[config.mk]
export PLATFORM = sky130hd
export DESIGN_NAME = tx_symbol_source
export DESIGN_NICKNAME = d
export VERILOG_FILES = /design/src/rtl/tx_symbol_source.sv
export SDC_FILE = /design/constraint.sdc
export NUM_CORES = 1
export LEC_CHECK = 0
export CELL_PAD_IN_SITES_DETAIL_PLACEMENT = 0
export CELL_PAD_IN_SITES_GLOBAL_PLACEMENT = 1
export CORE_UTILIZATION = 41
export DETAILED_ROUTE_END_ITERATION = 6
export MAX_ROUTING_LAYER = met4
export PLACE_DENSITY = 0.84
export SYNTH_ARGS = -nofsm -noshare
export SYNTH_HDL_FRONTEND = slang
export SYNTH_SLANG_ARGS = --single-unit
export TNS_END_PERCENT = 1
[constraint.sdc]
create_clock -name i_clock -period 3.1 [get_ports i_clock]
set_input_delay 0.465 -clock i_clock [delete_from_list [all_inputs] [get_ports i_clock]]
set_output_delay 0.465 -clock i_clock [all_outputs]
set_load 0.03 [all_outputs]
[src/rtl/tx_symbol_source.sv]
// tx_symbol_source
//   TX symbol generator: symbol-rate strobe timing, one PRBS9 source per lane and a
//   QPSK / 16-QAM Gray mapper. Emits one mapped I/Q symbol every OS enabled clocks
//   for the polyphase shaping filter and exports the raw bits for the BER checker.
// Ports
//   i_clock      system clock
//   i_reset      synchronous, active-low reset
//   i_enable     run; low freezes all state (o_valid drops on the next edge)
//   i_mode       0 = QPSK, 1 = 16-QAM, sampled on the strobe cycle only
//   i_phase      counter value on which the strobe fires (ignored when OS == 1)
//   o_valid      one-cycle pulse, new symbol on the outputs
//   o_phase_cnt  symbol-phase counter, drives the filter phase mux
//   o_symbI/Q    mapped symbols, signed S(NB_OUTPUT, NBF_OUTPUT)
//   o_bitsI/Q    raw lane bits {b1, b0}; b0 is 0 in QPSK
//   o_sym_count  symbols emitted since reset, wrapping
module tx_symbol_source #(
  parameter int unsigned OS         = 4,
  parameter int unsigned NB_OUTPUT  = 8,
  parameter int unsigned NBF_OUTPUT = 7,
  parameter logic [8:0]  SEED_I     = 9'h1AA,
  parameter logic [8:0]  SEED_Q     = 9'h1FE,
  localparam int unsigned NBC       = (OS > 1) ? $clog2(OS) : 1
) (
  input  logic                        i_clock,
  input  logic                        i_reset,
  input  logic                        i_enable,
  input  logic                        i_mode,
  input  logic [NBC-1:0]              i_phase,
  output logic                        o_valid,
  output logic [NBC-1:0]              o_phase_cnt,
  output logic signed [NB_OUTPUT-1:0] o_symbI,
  output logic signed [NB_OUTPUT-1:0] o_symbQ,
  output logic [1:0]                  o_bitsI,
  output logic [1:0]                  o_bitsQ,
  output logic [31:0]                 o_sym_count
);

  // Unit level L = 2^(NBF_OUTPUT-2); all constellation points are exact multiples.
  localparam int Lvl = int'(2 ** (NBF_OUTPUT - 2));
  localparam logic [NB_OUTPUT-1:0] LvlP1 = NB_OUTPUT'(Lvl);
  localparam logic [NB_OUTPUT-1:0] LvlN1 = NB_OUTPUT'(-Lvl);
  localparam logic [NB_OUTPUT-1:0] LvlP2 = NB_OUTPUT'(2 * Lvl);
  localparam logic [NB_OUTPUT-1:0] LvlN2 = NB_OUTPUT'(-2 * Lvl);
  localparam logic [NB_OUTPUT-1:0] LvlP3 = NB_OUTPUT'(3 * Lvl);
  localparam logic [NB_OUTPUT-1:0] LvlN3 = NB_OUTPUT'(-3 * Lvl);

  // x^9 + x^5 + 1, output bit is lfsr[8] before the shift.
  function automatic logic [8:0] prbs_step(input logic [8:0] s);
    return {s[7:0], s[8] ^ s[4]};
  endfunction

  function automatic logic [NB_OUTPUT-1:0] map_level(input logic [1:0] b, input logic qam);
    logic [NB_OUTPUT-1:0] lvl;
    lvl = '0;
    if (!qam) begin
      lvl = b[1] ? LvlN2 : LvlP2;
    end else begin
      // Gray order along the axis: 10, 11, 01, 00 from -3L to +3L.
      unique case (b)
        2'b00: lvl = LvlP3;
        2'b01: lvl = LvlP1;
        2'b11: lvl = LvlN1;
        2'b10: lvl = LvlN3;
        default: lvl = '0;
      endcase
    end
    return lvl;
  endfunction

  logic [NBC-1:0]       r_cnt;
  logic [8:0]           r_lfsr_i;
  logic [8:0]           r_lfsr_q;
  logic                 r_valid;
  logic [NB_OUTPUT-1:0] r_symb_i;
  logic [NB_OUTPUT-1:0] r_symb_q;
  logic [1:0]           r_bits_i;
  logic [1:0]           r_bits_q;
  logic [31:0]          r_sym_count;

  logic                 w_strobe;
  logic [NBC-1:0]       w_cnt_next;
  logic [8:0]           w_lfsr_i_next;
  logic [8:0]           w_lfsr_q_next;
  logic [1:0]           w_bits_i;
  logic [1:0]           w_bits_q;
  logic [NB_OUTPUT-1:0] w_symb_i;
  logic [NB_OUTPUT-1:0] w_symb_q;

  always_comb begin
    w_strobe   = i_enable;
    w_cnt_next = '0;
    if (OS > 1) begin
      w_strobe = i_enable && (r_cnt == i_phase);
      // Compare against OS-1 rather than relying on natural overflow so that
      // non-power-of-two OS wraps correctly.
      w_cnt_next = (r_cnt == NBC'(OS - 1)) ? '0 : r_cnt + NBC'(1);
    end
  end

  always_comb begin
    w_bits_i      = {r_lfsr_i[8], 1'b0};
    w_bits_q      = {r_lfsr_q[8], 1'b0};
    w_lfsr_i_next = prbs_step(r_lfsr_i);
    w_lfsr_q_next = prbs_step(r_lfsr_q);
    if (i_mode) begin
      // Two shifts per symbol; the second output bit is lfsr[7] of the current state.
      w_bits_i      = r_lfsr_i[8:7];
      w_bits_q      = r_lfsr_q[8:7];
      w_lfsr_i_next = prbs_step(prbs_step(r_lfsr_i));
      w_lfsr_q_next = prbs_step(prbs_step(r_lfsr_q));
    end
    w_symb_i = map_level(w_bits_i, i_mode);
    w_symb_q = map_level(w_bits_q, i_mode);
  end

  always_ff @(posedge i_clock) begin
    if (!i_reset) begin
      r_cnt       <= '0;
      r_lfsr_i    <= SEED_I;
      r_lfsr_q    <= SEED_Q;
      r_valid     <= 1'b0;
      r_symb_i    <= '0;
      r_symb_q    <= '0;
      r_bits_i    <= '0;
      r_bits_q    <= '0;
      r_sym_count <= '0;
    end else if (i_enable) begin
      r_cnt   <= w_cnt_next;
      r_valid <= w_strobe;
      if (w_strobe) begin
        r_lfsr_i    <= w_lfsr_i_next;
        r_lfsr_q    <= w_lfsr_q_next;
        r_symb_i    <= w_symb_i;
        r_symb_q    <= w_symb_q;
        r_bits_i    <= w_bits_i;
        r_bits_q    <= w_bits_q;
        r_sym_count <= r_sym_count + 32'd1;
      end
    end else begin
      r_valid <= 1'b0;
    end
  end

  assign o_valid     = r_valid;
  assign o_phase_cnt = r_cnt;
  assign o_symbI     = r_symb_i;
  assign o_symbQ     = r_symb_q;
  assign o_bitsI     = r_bits_i;
  assign o_bitsQ     = r_bits_q;
  assign o_sym_count = r_sym_count;

endmodule
==> out/results.txt <==
Clk_lat worst skew: 0.33 ns
Post-synth EDFFs: 0
Avg Cell Area, Syn: 9.23 sq um
Chip width: 86.5 microns
Die area: 7480 sq um
All-Layer GR Usage: 0.173
Reg2reg end: o_sym_count[31]$_SDFFE_PN0P_
CTS Hold Bufs: 0
CTS tree: built
Highest clock rate: 0.427 GHz
Setup Crit Path Kind: reg2reg
Post-route DRC: 0
Row Count: 30
Post_cts resized: 0
Register Area: 1240 sq um
Final hold slack: 0.463 ns
Slew @ Worst Pin: 0.877 ns
Critical path's slowest cell: or4_4
Final Max Slew Viols: 0
Data required time of the critical path: 3.36 ns
Final hold viol count: 0
Total CTS buffers: 9
Setup TNS: 0 ns
Ports: 61
Commonest cells after routing, fill and taps aside: dfxtp_1, clkdlybuf4s50_1, nand2_1
Die span in y: 86.5 microns
R2R Path Start: o_sym_count[8]$_SDFFE_PN0P_
Util after Layout: 0.534
Iter 0 DRT Violations: 40
CP Max Fanout: 8
Endpoints failing setup: 0
Starting Density: 0.428
Antenna Nets Post-Route: 0
Fill count: 660
Setup Buffers After CTS: 0
Synthesized cell area: 2930 sq um
Period utilization: 0.755
FF-to-FF path depth: 5
Synth Warn #: 0
Cells after synthesis: 317
ANT cells: 0
Flops & latches, synth: 62
Top Family by Delay on Critical Path: simple AND/OR/NAND/NOR gates
CP Buf/Inv Count: 0
Clk root buf: clkbuf_8
Vias in the first global route: 2150
CP cell instances: nand4_2 -> or4_4 -> or4_1 -> or3_1 -> a21boi_1
Grt ovf: 0
CP startpoint kind: flip-flop
Crit path depth: 5
DP HPWL: 4040 microns
Antenna violations before repair: 0
Area of the multi-input gates: 1560 sq um
Final Net Count: 371
Seq/Total Area, Yosys: 0.424
Core box area: 6830 sq um
Layout cell share with drive strength beyond 1: 0.0628
Final WL: 5890 microns
Worst Setup SP: o_sym_count[8]$_SDFFE_PN0P_
Routed wire per std cell: 12.7 microns
GPL Wtd Cong: 0.808
Max_slew headroom: 0.416
# Max-Cap Violations: 0
Pwr per Cell Area: 480 nW/um^2
P_leak: 1.48 nW
Synth Flop Type: dfxtp_1
Reg-to-reg setup timing slack: 0.76 ns
Hold Crit Depth: 2
Layout area overhead: 24.8%
Min-delay worst type: reg2reg
Worst setup EP type: flip-flop
Status: complete, no violations
RSZ-0062 raised after global routing: no
Clk buf depth: 2
Maximum vdd drop: 0.000282 V
CP peak stage delay: 0.59 ns
Worst EP arrival: 2.60 ns
I/O Buffers: 50
Tmin final: 2.34 ns
CTS clk-pin slew, worst paths: 0.07 ns
Clock Sinks: 62
Critical Path Sink: o_sym_count[31]$_SDFFE_PN0P_
Pin count of the biggest net entering global routing: 58
Synth unique cells: 40
Drt via density: 5.06
Via count: 2339
First-pass GRT wire length: 9740 microns
DRT Pass-1 Iters: 4
Commonest non-fill, non-tap cell in the layout: dfxtp_1
H-tree levels: 3
Final Skew: 0.00800 ns
Fraction of registers with async set or reset after synthesis: 0
registers in the layout (all words and copies together) (netlist names), 2 cells and up:
register,cells
o_symbI,3
o_symbQ,2
o_sym_count,32
o_phase_cnt,2
r_lfsr_q,9
o_bitsI,2
r_lfsr_i,9
o_bitsQ,2
area by class of cell:
| cell class | instances | area share |
|---|---|---|
| multi-input combinational | 234 | 0.428 |
| sequential | 62 | 0.340 |
| timing repair buffer | 55 | 0.146 |
| clock buffer | 13 | 0.0435 |
| tap | 96 | 0.0329 |
| clock inverter | 1 | 0.00822 |
| inverter | 1 | 0.00103 |
worst register-to-register path, cell delays in order (launching register included):
cell and delay, ns:
dfxtp_1 0.45, nand4_2 0.19, or4_4 0.59, or4_1 0.53, or3_1 0.39, a21boi_1 0.13
routing by layer:
metal / track usage / share of wire / wire length, microns / vias to the layer above
met3: 0.0610 / 0.040 / 236 / 5
li1: - / - / - / 1193
met4: 0.0591 / 0.012 / 71 / 0
met5: - / 0 / 0 / -
met1: 0.190 / 0.46 / 2700 / 1105
met2: 0.291 / 0.49 / 2880 / 36
synthesized netlist by cell type (all sizes together) (3+ instances only):
cell	count	share of area
dfxtp	62	0.42
nand2	43	0.055
and2	21	0.045
o211ai	19	0.049
mux2i	18	0.062
a21boi	17	0.044
xnor2	17	0.051
buf	16	0.035
nand4	14	0.032
clkbuf	13	0.017
xor2	10	0.030
nand3	9	0.015
and3	7	0.015
and4	5	0.015
nand2b	5	0.011
o211a	5	0.017
o21ai	5	0.0085
or3	5	0.011
o31ai	4	0.010
nor3	3	0.0051
through the flow:
step           std cells  power [mW]  setup WS (ns)  area [sq um]
2_1_floorplan        326        1.03          0.717          2960
3_3_place_gp         448        1.08          0.586          3460
3_5_place_dp         448        1.08          0.510          3460
4_1_cts              462        1.77          0.757          3650
5_1_grt              462        1.84          0.647          3650
6_report             462        1.75          0.760          3650
power by group:
group	internal, mW	switching, mW	leakage [nW]
clock	0.407	0.280	0.0956
sequential	0.830	0.0313	0.503
combinational	0.0833	0.120	0.879
total	1.32	0.432	1.48
cell families (layout without fill, tap and decap cells):
| group | Yosys count | count (layout) | synth area share |
|---|---|---|---|
| other | 1 | 10 | 0.00128 |
| XOR/XNOR | 27 | 27 | 0.0808 |
| multiplexers | 18 | 18 | 0.0616 |
| AND/OR/NAND/NOR | 123 | 123 | 0.231 |
| AO/OA/AOI/OAI | 54 | 54 | 0.139 |
| buffers and inverters | 30 | 70 | 0.0530 |
| adder cells (fa/ha/maj) | 2 | 2 | 0.00855 |
| flip-flops | 62 | 62 | 0.424 |
worst min path at each step:
stage | start | to | slack, ns
finish | o_symbI[7]$_SDFFE_PN0P_ | o_symbI[7]$_SDFFE_PN0P_ | 0.46
global route | o_bitsQ[1]$_SDFFE_PN0P_ | o_bitsQ[1]$_SDFFE_PN0P_ | 0.49
CTS | o_symbI[7]$_SDFFE_PN0P_ | o_symbI[7]$_SDFFE_PN0P_ | 0.47
detailed placement | o_symbI[7]$_SDFFE_PN0P_ | o_symbI[7]$_SDFFE_PN0P_ | 0.46
global placement | o_symbQ[7]$_SDFFE_PN0P_ | o_symbQ[7]$_SDFFE_PN0P_ | 0.46
floorplan | r_lfsr_i[0]$_SDFFE_PN0P_ | r_lfsr_i[0]$_SDFFE_PN0P_ | 0.45
Note: power is estimated with default switching activity, not from simulation.
